--- config.mk ---
export PLATFORM = sky130hd
export DESIGN_NAME = cv32e40x_xif_result_buffer
export DESIGN_NICKNAME = d
export VERILOG_FILES = /design/src/rtl/cv32e40x_xif_result_buffer_pkg.sv /design/src/rtl/cv32e40x_xif_result_buffer_ff_one.sv /design/src/rtl/cv32e40x_xif_result_buffer.sv
export SDC_FILE = /design/constraint.sdc
export NUM_CORES = 1
export LEC_CHECK = 0
export ABC_AREA = 1
export CAP_MARGIN = 5
export CORE_ASPECT_RATIO = 1.5
export CORE_MARGIN = 1
export CORE_UTILIZATION = 52
export CTS_BUF_LIST = sky130_fd_sc_hd__clkbuf_8 sky130_fd_sc_hd__clkbuf_16
export CTS_CLUSTER_SIZE = 40
export DETAILED_ROUTE_END_ITERATION = 8
export PLACE_DENSITY = 0.78
export REMOVE_ABC_BUFFERS = 1
export SKIP_CTS_REPAIR_TIMING = 1
export SLEW_MARGIN = 20
export SYNTH_ARGS = -nofsm -noshare
export SYNTH_HDL_FRONTEND = slang
export SYNTH_SLANG_ARGS = --single-unit
--- constraint.sdc ---
create_clock -name clk -period 2.9 [get_ports clk]
set_input_delay 0.725 -clock clk [delete_from_list [all_inputs] [get_ports clk]]
set_output_delay 0.725 -clock clk [all_outputs]
set_load 0.01 [all_outputs]
--- src/rtl/cv32e40x_xif_result_buffer_pkg.sv ---
// Shared types for the eXtension-interface result buffer: entry record, width limits
// and a popcount helper.
package cv32e40x_pkg;

    localparam int unsigned XIF_RBUF_MAX_DEPTH = 16;
    localparam int unsigned XIF_RBUF_ID_WIDTH  = 4;
    localparam int unsigned XIF_RBUF_RFW_WIDTH = 32;

    typedef logic [XIF_RBUF_ID_WIDTH-1:0]  xif_rbuf_id_t;
    typedef logic [XIF_RBUF_RFW_WIDTH-1:0] xif_rbuf_data_t;
    typedef logic [XIF_RBUF_MAX_DEPTH-1:0] xif_rbuf_vec_t;

    typedef struct packed {
        logic           valid;
        xif_rbuf_id_t   id;
        xif_rbuf_data_t data;
        logic [4:0]     rd;
        logic           we;
        logic           exc;
        logic [5:0]     exccode;
    } xif_rbuf_entry_t;

    function automatic logic [4:0] xif_rbuf_popcount(input xif_rbuf_vec_t vec);
        logic [4:0] cnt;
        cnt = 5'd0;
        for (int i = 0; i < int'(XIF_RBUF_MAX_DEPTH); i++) begin
            cnt = cnt + {4'd0, vec[i]};
        end
        return cnt;
    endfunction

endpackage

--- src/rtl/cv32e40x_xif_result_buffer_ff_one.sv ---
// cv32e40x_ff_one: index of the lowest set bit of in_i, plus an all-zero flag.
module cv32e40x_ff_one #(
    parameter int unsigned LEN = 4
) (
    input  logic [LEN-1:0]                           in_i,
    output logic [((LEN > 1) ? $clog2(LEN) : 1)-1:0] first_one_o,
    output logic                                     no_ones_o
);

    localparam int unsigned POSW = (LEN > 1) ? $clog2(LEN) : 1;

    // Scan from the top so the lowest set bit is the last one written
    always_comb begin
        first_one_o = '0;
        for (int i = int'(LEN) - 1; i >= 0; i--) begin
            first_one_o = in_i[i] ? POSW'(i) : first_one_o;
        end
        no_ones_o = ~|in_i;
    end

endmodule

--- src/rtl/cv32e40x_xif_result_buffer.sv ---
// ID-tagged store for coprocessor results awaiting their instruction in WB.
// Optional same-cycle forwarding: define CV32E40X_XIF_RESULT_BYPASS_EN.
module cv32e40x_xif_result_buffer
    import cv32e40x_pkg::*;
#(
    parameter int unsigned DEPTH       = 4,
    parameter int unsigned X_ID_WIDTH  = 4,
    parameter int unsigned X_RFW_WIDTH = 32
) (
    input  logic                          clk,
    input  logic                          rst_n,
    input  logic                          result_valid_i,
    output logic                          result_ready_o,
    input  logic [X_ID_WIDTH-1:0]         result_id_i,
    input  logic [X_RFW_WIDTH-1:0]        result_data_i,
    input  logic [4:0]                    result_rd_i,
    input  logic                          result_we_i,
    input  logic                          result_exc_i,
    input  logic [5:0]                    result_exccode_i,
    input  logic [(2**X_ID_WIDTH)-1:0]    id_live_i,
    input  logic                          flush_i,
    input  logic                          wb_query_valid_i,
    input  logic [X_ID_WIDTH-1:0]         wb_query_id_i,
    input  logic                          wb_consume_i,
    output logic                          wb_hit_o,
    output logic [X_RFW_WIDTH-1:0]        wb_data_o,
    output logic [4:0]                    wb_rd_o,
    output logic                          wb_we_o,
    output logic                          wb_exc_o,
    output logic [5:0]                    wb_exccode_o,
    output logic [$clog2(DEPTH+1)-1:0]    count_o,
    output logic                          full_o
);

    localparam int unsigned IW = (DEPTH > 1) ? $clog2(DEPTH) : 1;
    localparam int unsigned CW = $clog2(DEPTH + 1);

    xif_rbuf_entry_t r_entry [DEPTH];
    xif_rbuf_entry_t w_entry_nxt [DEPTH];
    logic [CW-1:0]    r_count;

    logic [DEPTH-1:0] w_valid;
    logic [DEPTH-1:0] w_valid_nxt;
    logic [DEPTH-1:0] w_live;
    logic [IW-1:0]    w_free_idx;
    logic [IW-1:0]    w_match_idx;
    logic [IW-1:0]    w_dup_idx;
    logic [IW-1:0]    w_store_idx;
    logic             w_no_free;
    logic             w_match;
    logic             w_dup;
    logic             w_accept;
    logic             w_store;
    logic             w_bypass;
    logic             w_consume_buf;

    assign full_o         = (r_count == CW'(DEPTH));
    assign result_ready_o = ~full_o;
    assign count_o        = r_count;
    assign w_accept       = result_valid_i & result_ready_o;

    cv32e40x_ff_one #(
        .LEN (DEPTH)
    ) u_free_slot (
        .in_i        (~w_valid),
        .first_one_o (w_free_idx),
        .no_ones_o   (w_no_free)
    );

    // Per-entry status plus lowest-index id matches for the WB query and the incoming result
    always_comb begin
        w_valid     = '0;
        w_live      = '0;
        w_match     = 1'b0;
        w_match_idx = '0;
        w_dup       = 1'b0;
        w_dup_idx   = '0;
        for (int i = int'(DEPTH) - 1; i >= 0; i--) begin
            w_valid[i]  = r_entry[i].valid;
            w_live[i]   = id_live_i[r_entry[i].id[X_ID_WIDTH-1:0]];
            w_match_idx = (r_entry[i].valid && r_entry[i].id == xif_rbuf_id_t'(wb_query_id_i))
                          ? IW'(i) : w_match_idx;
            w_match     = w_match | (r_entry[i].valid && r_entry[i].id == xif_rbuf_id_t'(wb_query_id_i));
            w_dup_idx   = (r_entry[i].valid && r_entry[i].id == xif_rbuf_id_t'(result_id_i))
                          ? IW'(i) : w_dup_idx;
            w_dup       = w_dup | (r_entry[i].valid && r_entry[i].id == xif_rbuf_id_t'(result_id_i));
        end
    end

    // WB lookup; a forwarded result outranks anything already buffered
    always_comb begin
        w_bypass     = 1'b0;
        wb_hit_o     = 1'b0;
        wb_data_o    = '0;
        wb_rd_o      = 5'd0;
        wb_we_o      = 1'b0;
        wb_exc_o     = 1'b0;
        wb_exccode_o = 6'd0;
`ifdef CV32E40X_XIF_RESULT_BYPASS_EN
        w_bypass = w_accept && id_live_i[result_id_i] && wb_query_valid_i &&
                   (result_id_i == wb_query_id_i);
`else
        w_bypass = 1'b0;
`endif
        if (w_bypass) begin
            wb_hit_o     = 1'b1;
            wb_data_o    = result_data_i;
            wb_rd_o      = result_rd_i;
            wb_we_o      = result_we_i;
            wb_exc_o     = result_exc_i;
            wb_exccode_o = result_exccode_i;
        end else if (wb_query_valid_i && w_match) begin
            wb_hit_o     = 1'b1;
            wb_data_o    = r_entry[w_match_idx].data[X_RFW_WIDTH-1:0];
            wb_rd_o      = r_entry[w_match_idx].rd;
            wb_we_o      = r_entry[w_match_idx].we;
            wb_exc_o     = r_entry[w_match_idx].exc;
            wb_exccode_o = r_entry[w_match_idx].exccode;
        end else begin
            wb_hit_o     = 1'b0;
        end
    end

    // Next entry contents: flush beats everything, a store beats scrub/consume on its slot
    always_comb begin
        w_consume_buf = wb_consume_i && wb_query_valid_i && w_match && !w_bypass;
        w_store       = w_accept && id_live_i[result_id_i] && !flush_i &&
                        !(w_bypass && wb_consume_i) && (w_dup || !w_no_free);
        w_store_idx   = w_dup ? w_dup_idx : w_free_idx;
        w_valid_nxt   = '0;
        for (int i = 0; i < int'(DEPTH); i++) begin
            w_entry_nxt[i] = r_entry[i];
            if (flush_i) begin
                w_entry_nxt[i].valid = 1'b0;
            end else if (w_store && (w_store_idx == IW'(i))) begin
                w_entry_nxt[i].valid   = 1'b1;
                w_entry_nxt[i].id      = xif_rbuf_id_t'(result_id_i);
                w_entry_nxt[i].data    = xif_rbuf_data_t'(result_data_i);
                w_entry_nxt[i].rd      = result_rd_i;
                w_entry_nxt[i].we      = result_we_i;
                w_entry_nxt[i].exc     = result_exc_i;
                w_entry_nxt[i].exccode = result_exccode_i;
            end else if (!w_live[i] || (w_consume_buf && (w_match_idx == IW'(i)))) begin
                w_entry_nxt[i].valid = 1'b0;
            end else begin
                w_entry_nxt[i].valid = r_entry[i].valid;
            end
            w_valid_nxt[i] = w_entry_nxt[i].valid;
        end
    end

    // Entry storage and occupancy count
    always_ff @(posedge clk or negedge rst_n) begin
        if (!rst_n) begin
            for (int i = 0; i < int'(DEPTH); i++) begin
                r_entry[i] <= '0;
            end
            r_count <= '0;
        end else begin
            for (int i = 0; i < int'(DEPTH); i++) begin
                r_entry[i] <= w_entry_nxt[i];
            end
            r_count <= CW'(xif_rbuf_popcount(xif_rbuf_vec_t'(w_valid_nxt)));
        end
    end

endmodule
==> impl_metrics.yaml <==
timing:
  setup_viol: 47
  period_minus_slack_ns: 3.380
  max_slew_margin: 0.5590
  clock.fmax_ghz: 0.2958
  fin_ws_ns: -0.4804
  grt_setup_unrepaired: "yes"
  fin_worst_skew_ns: 0.01699
  worstMarginPinSlew_ns: 0.6615
  slew_viol_final: 0
  hold_viol_final: 0
  min_period_over_period: 1.166
routing:
  routed-via-count: 12110
  drc: 0
  drtIter0Drc: 1247
  first_pass_iters: 6
  ant_nets: 0
  viasPerCell: 5.801
  wl_um: 38980
  wire_per_inst_um: 18.68
critical_path:
  start_kind: "primary input"
  crit_fanout: 8
  crit_type: "primary input to output pin"
  arrival_ns: 2.66
  critical_path_required_ns: 2.17
  regToRegSetupSlack_ns: -0.02
  critical_path.endpoint_type: "output pin"
power:
  p_int_mw: 5.493
  ir_drop_uv: 416.1
  leakage_nw: 8.281
  p_comb_frac: 0.190
  pwr_density_cell_mw_per_mm2: 523.6
  clkPwrFrac: 0.360
  swShare: 0.2885
  seq_power_share: 0.450
  p_sw_mw: 2.228
  power.total_mw: 7.721
finish:
  drive_gt1_frac: 0.1699
  final_nets: 1883
  antenna_cells: 0
  final_util: 0.7001
  area_growth_pct: 32.20
hold_path:
  hold_class: "primary input to asynchronous set/reset pin"
global_route:
  grt_max_degree: 64
  grt_remaining_overflow: 0
  antenna_found_initial: 0
  grt_pass1_vias: 11530
  grtUsageTotal: 0.3326
  grt_pass1_wl_um: 57360
clocking:
  clockRootBuffer: "clkbuf_16"
  clock_latency_ns: 0.50
  cts_buffer_depth: 3
  cts_tree: "done"
  cts_inserted_buffers: 21
  htree_levels: 1
  clkSinkCount: 203
  path_clk_slew_ns: 0.06
die:
  pin_count: 126
  die-area_sq_mm: 0.02205
  rows: 65
  core-area_sq_mm: 0.02106
  fp.dieW_um: 121.6
  die_y_um: 181.4
  start_util: 0.5296
yosys:
  synth_common_cells: "nand2_1 (769), dfrtp_1 (203), nand3_1 (178)"
  synth_seq_cells: 203
  ys_top_cells_by_area: "dfrtp_1 (46%), nand2_1 (26%), nand3_1 (8.0%), o21ai_0 (4.1%), nand3b_1 (3.3%)"
  synth_edf_count: 0
  synthCells: 1592
  synth_cell_types: 27
  synth_top_area_frac: 0.4554
  netlist_area_sq_mm: 0.01115
  synth_top_cell_by_area: "dfrtp_1"
  post-synth-top-count-cell: "nand2_1"
  async_reset_ff_frac: 1.000
  synthFlopType: "dfrtp_1"
  yosysWarningCount: 0
  yosysSeqAreaShare: 0.4554
  syn_avg_cell_area_sq_um: 7.007
place:
  gp_congestion: 0.9797
  port_buffers: 125
  post-place-ws_ns: -1.117
  dp_hpwl_um: 23130
outcome:
  violations: "setup timing"
  status: "finished, violations left"
run:
  timing.max_cap.violations: 0
[cell usage in the layout (no fill, tap or decap), types with 4 or more instances in the layout]
master	synthesis	routed
a21oi_1	35	33
buf_12	0	26
buf_4	14	110
buf_6	5	8
buf_8	0	4
clkbuf_16	0	33
clkbuf_2	0	38
clkbuf_8	0	4
clkdlybuf4s50_1	0	70
clkinv_2	0	4
dfrtp_1	203	201
dlymetal6s2s_1	0	11
inv_1	87	81
inv_2	11	17
nand2_1	769	761
nand2_2	6	12
nand3_1	178	166
nand3_2	1	12
nand3b_1	49	49
nor2_1	42	30
nor2_2	4	11
nor2_4	1	6
o21ai_0	91	85
o21ai_1	12	16
[worst paths after layout]
check	start	endpoint	depth (start not counted)
setup reg to reg	r_entry[146]	count_o[1]	17
hold reg to reg	r_entry[44]	r_entry[44]	2
hold / removal	rst_n	count_o[2]	1
setup / recovery	wb_query_id_i[1]	wb_data_o[7]	17
min in group clk	r_entry[44]	r_entry[44]	2
max in group asynchronous	rst_n	r_entry[35]	2
[through the flow]
step,setup TNS [ns],hold WS (ns),cell area [sq um],std cells
after global placement,-129.70,0.4536,13420,2008
after global routing,-22.89,0.2022,14750,2087
after floorplan,-48.56,0.4294,10640,1499
after detailed placement,-136.11,0.4586,13420,2008
after CTS,-48.94,0.1997,14120,2045
final,-16.99,0.1773,14750,2087
[layout make-up]
| type | instances | area (sq um) |
|---|---|---|
| Inverter | 98 | 387.9 |
| Clock buffer | 24 | 566.8 |
| Fill cell | 1643 | 6317 |
| Clock inverter | 13 | 136.4 |
| Multi-Input combinational cell | 1198 | 5384 |
| Timing Repair Buffer | 283 | 2854 |
| Sequential cell | 203 | 5082 |
| Tap cell | 268 | 335.3 |
[power by group through the flow]
stage               combinational (mW)  sequential [mW]  clock (mW)
CTS                               1.41             3.45        2.78
detailed placement                1.40             3.49           0
floorplan                        0.728             3.45           0
global route                      1.63             3.51        2.90
global placement                  1.36             3.48           0
finish                            1.47             3.47        2.78
[worst max-delay path: stages]
cell	delay (ns)
dlymetal6s2s_1	0.17
inv_2	0.09
nand2_1	0.07
o21ai_0	0.07
nand3b_1	0.26
nand2_2	0.18
nand2_2	0.08
nand3_4	0.11
clkinv_4	0.08
buf_12	0.12
buf_8	0.13
buf_4	0.13
nand2_1	0.06
nand3b_1	0.10
nand2_1	0.11
inv_1	0.05
clkbuf_2	0.12
[logic make-up after synthesis]
family          count (synthesis)  share of synthesized area
compound gates                138                    0.06192
xor+xnor                        2                   0.001571
fa+ha+maj                       3                   0.004038
buf+inv                       191                    0.07919
flops                         203                     0.4554
simple gates                 1055                     0.3979
[state kept, by name (all words and copies together), names as in the netlist]
| name | count |
|---|---|
| r_entry | 200 |
| count_o | 3 |
[layer usage]
metal,track usage,share of wire
met5,0,0
met4,0.2044,0.066
met3,0.03518,0.072
met1,0.3798,0.36
met2,0.5880,0.50
No activity file was read; power rests on OpenSTA's default activity.
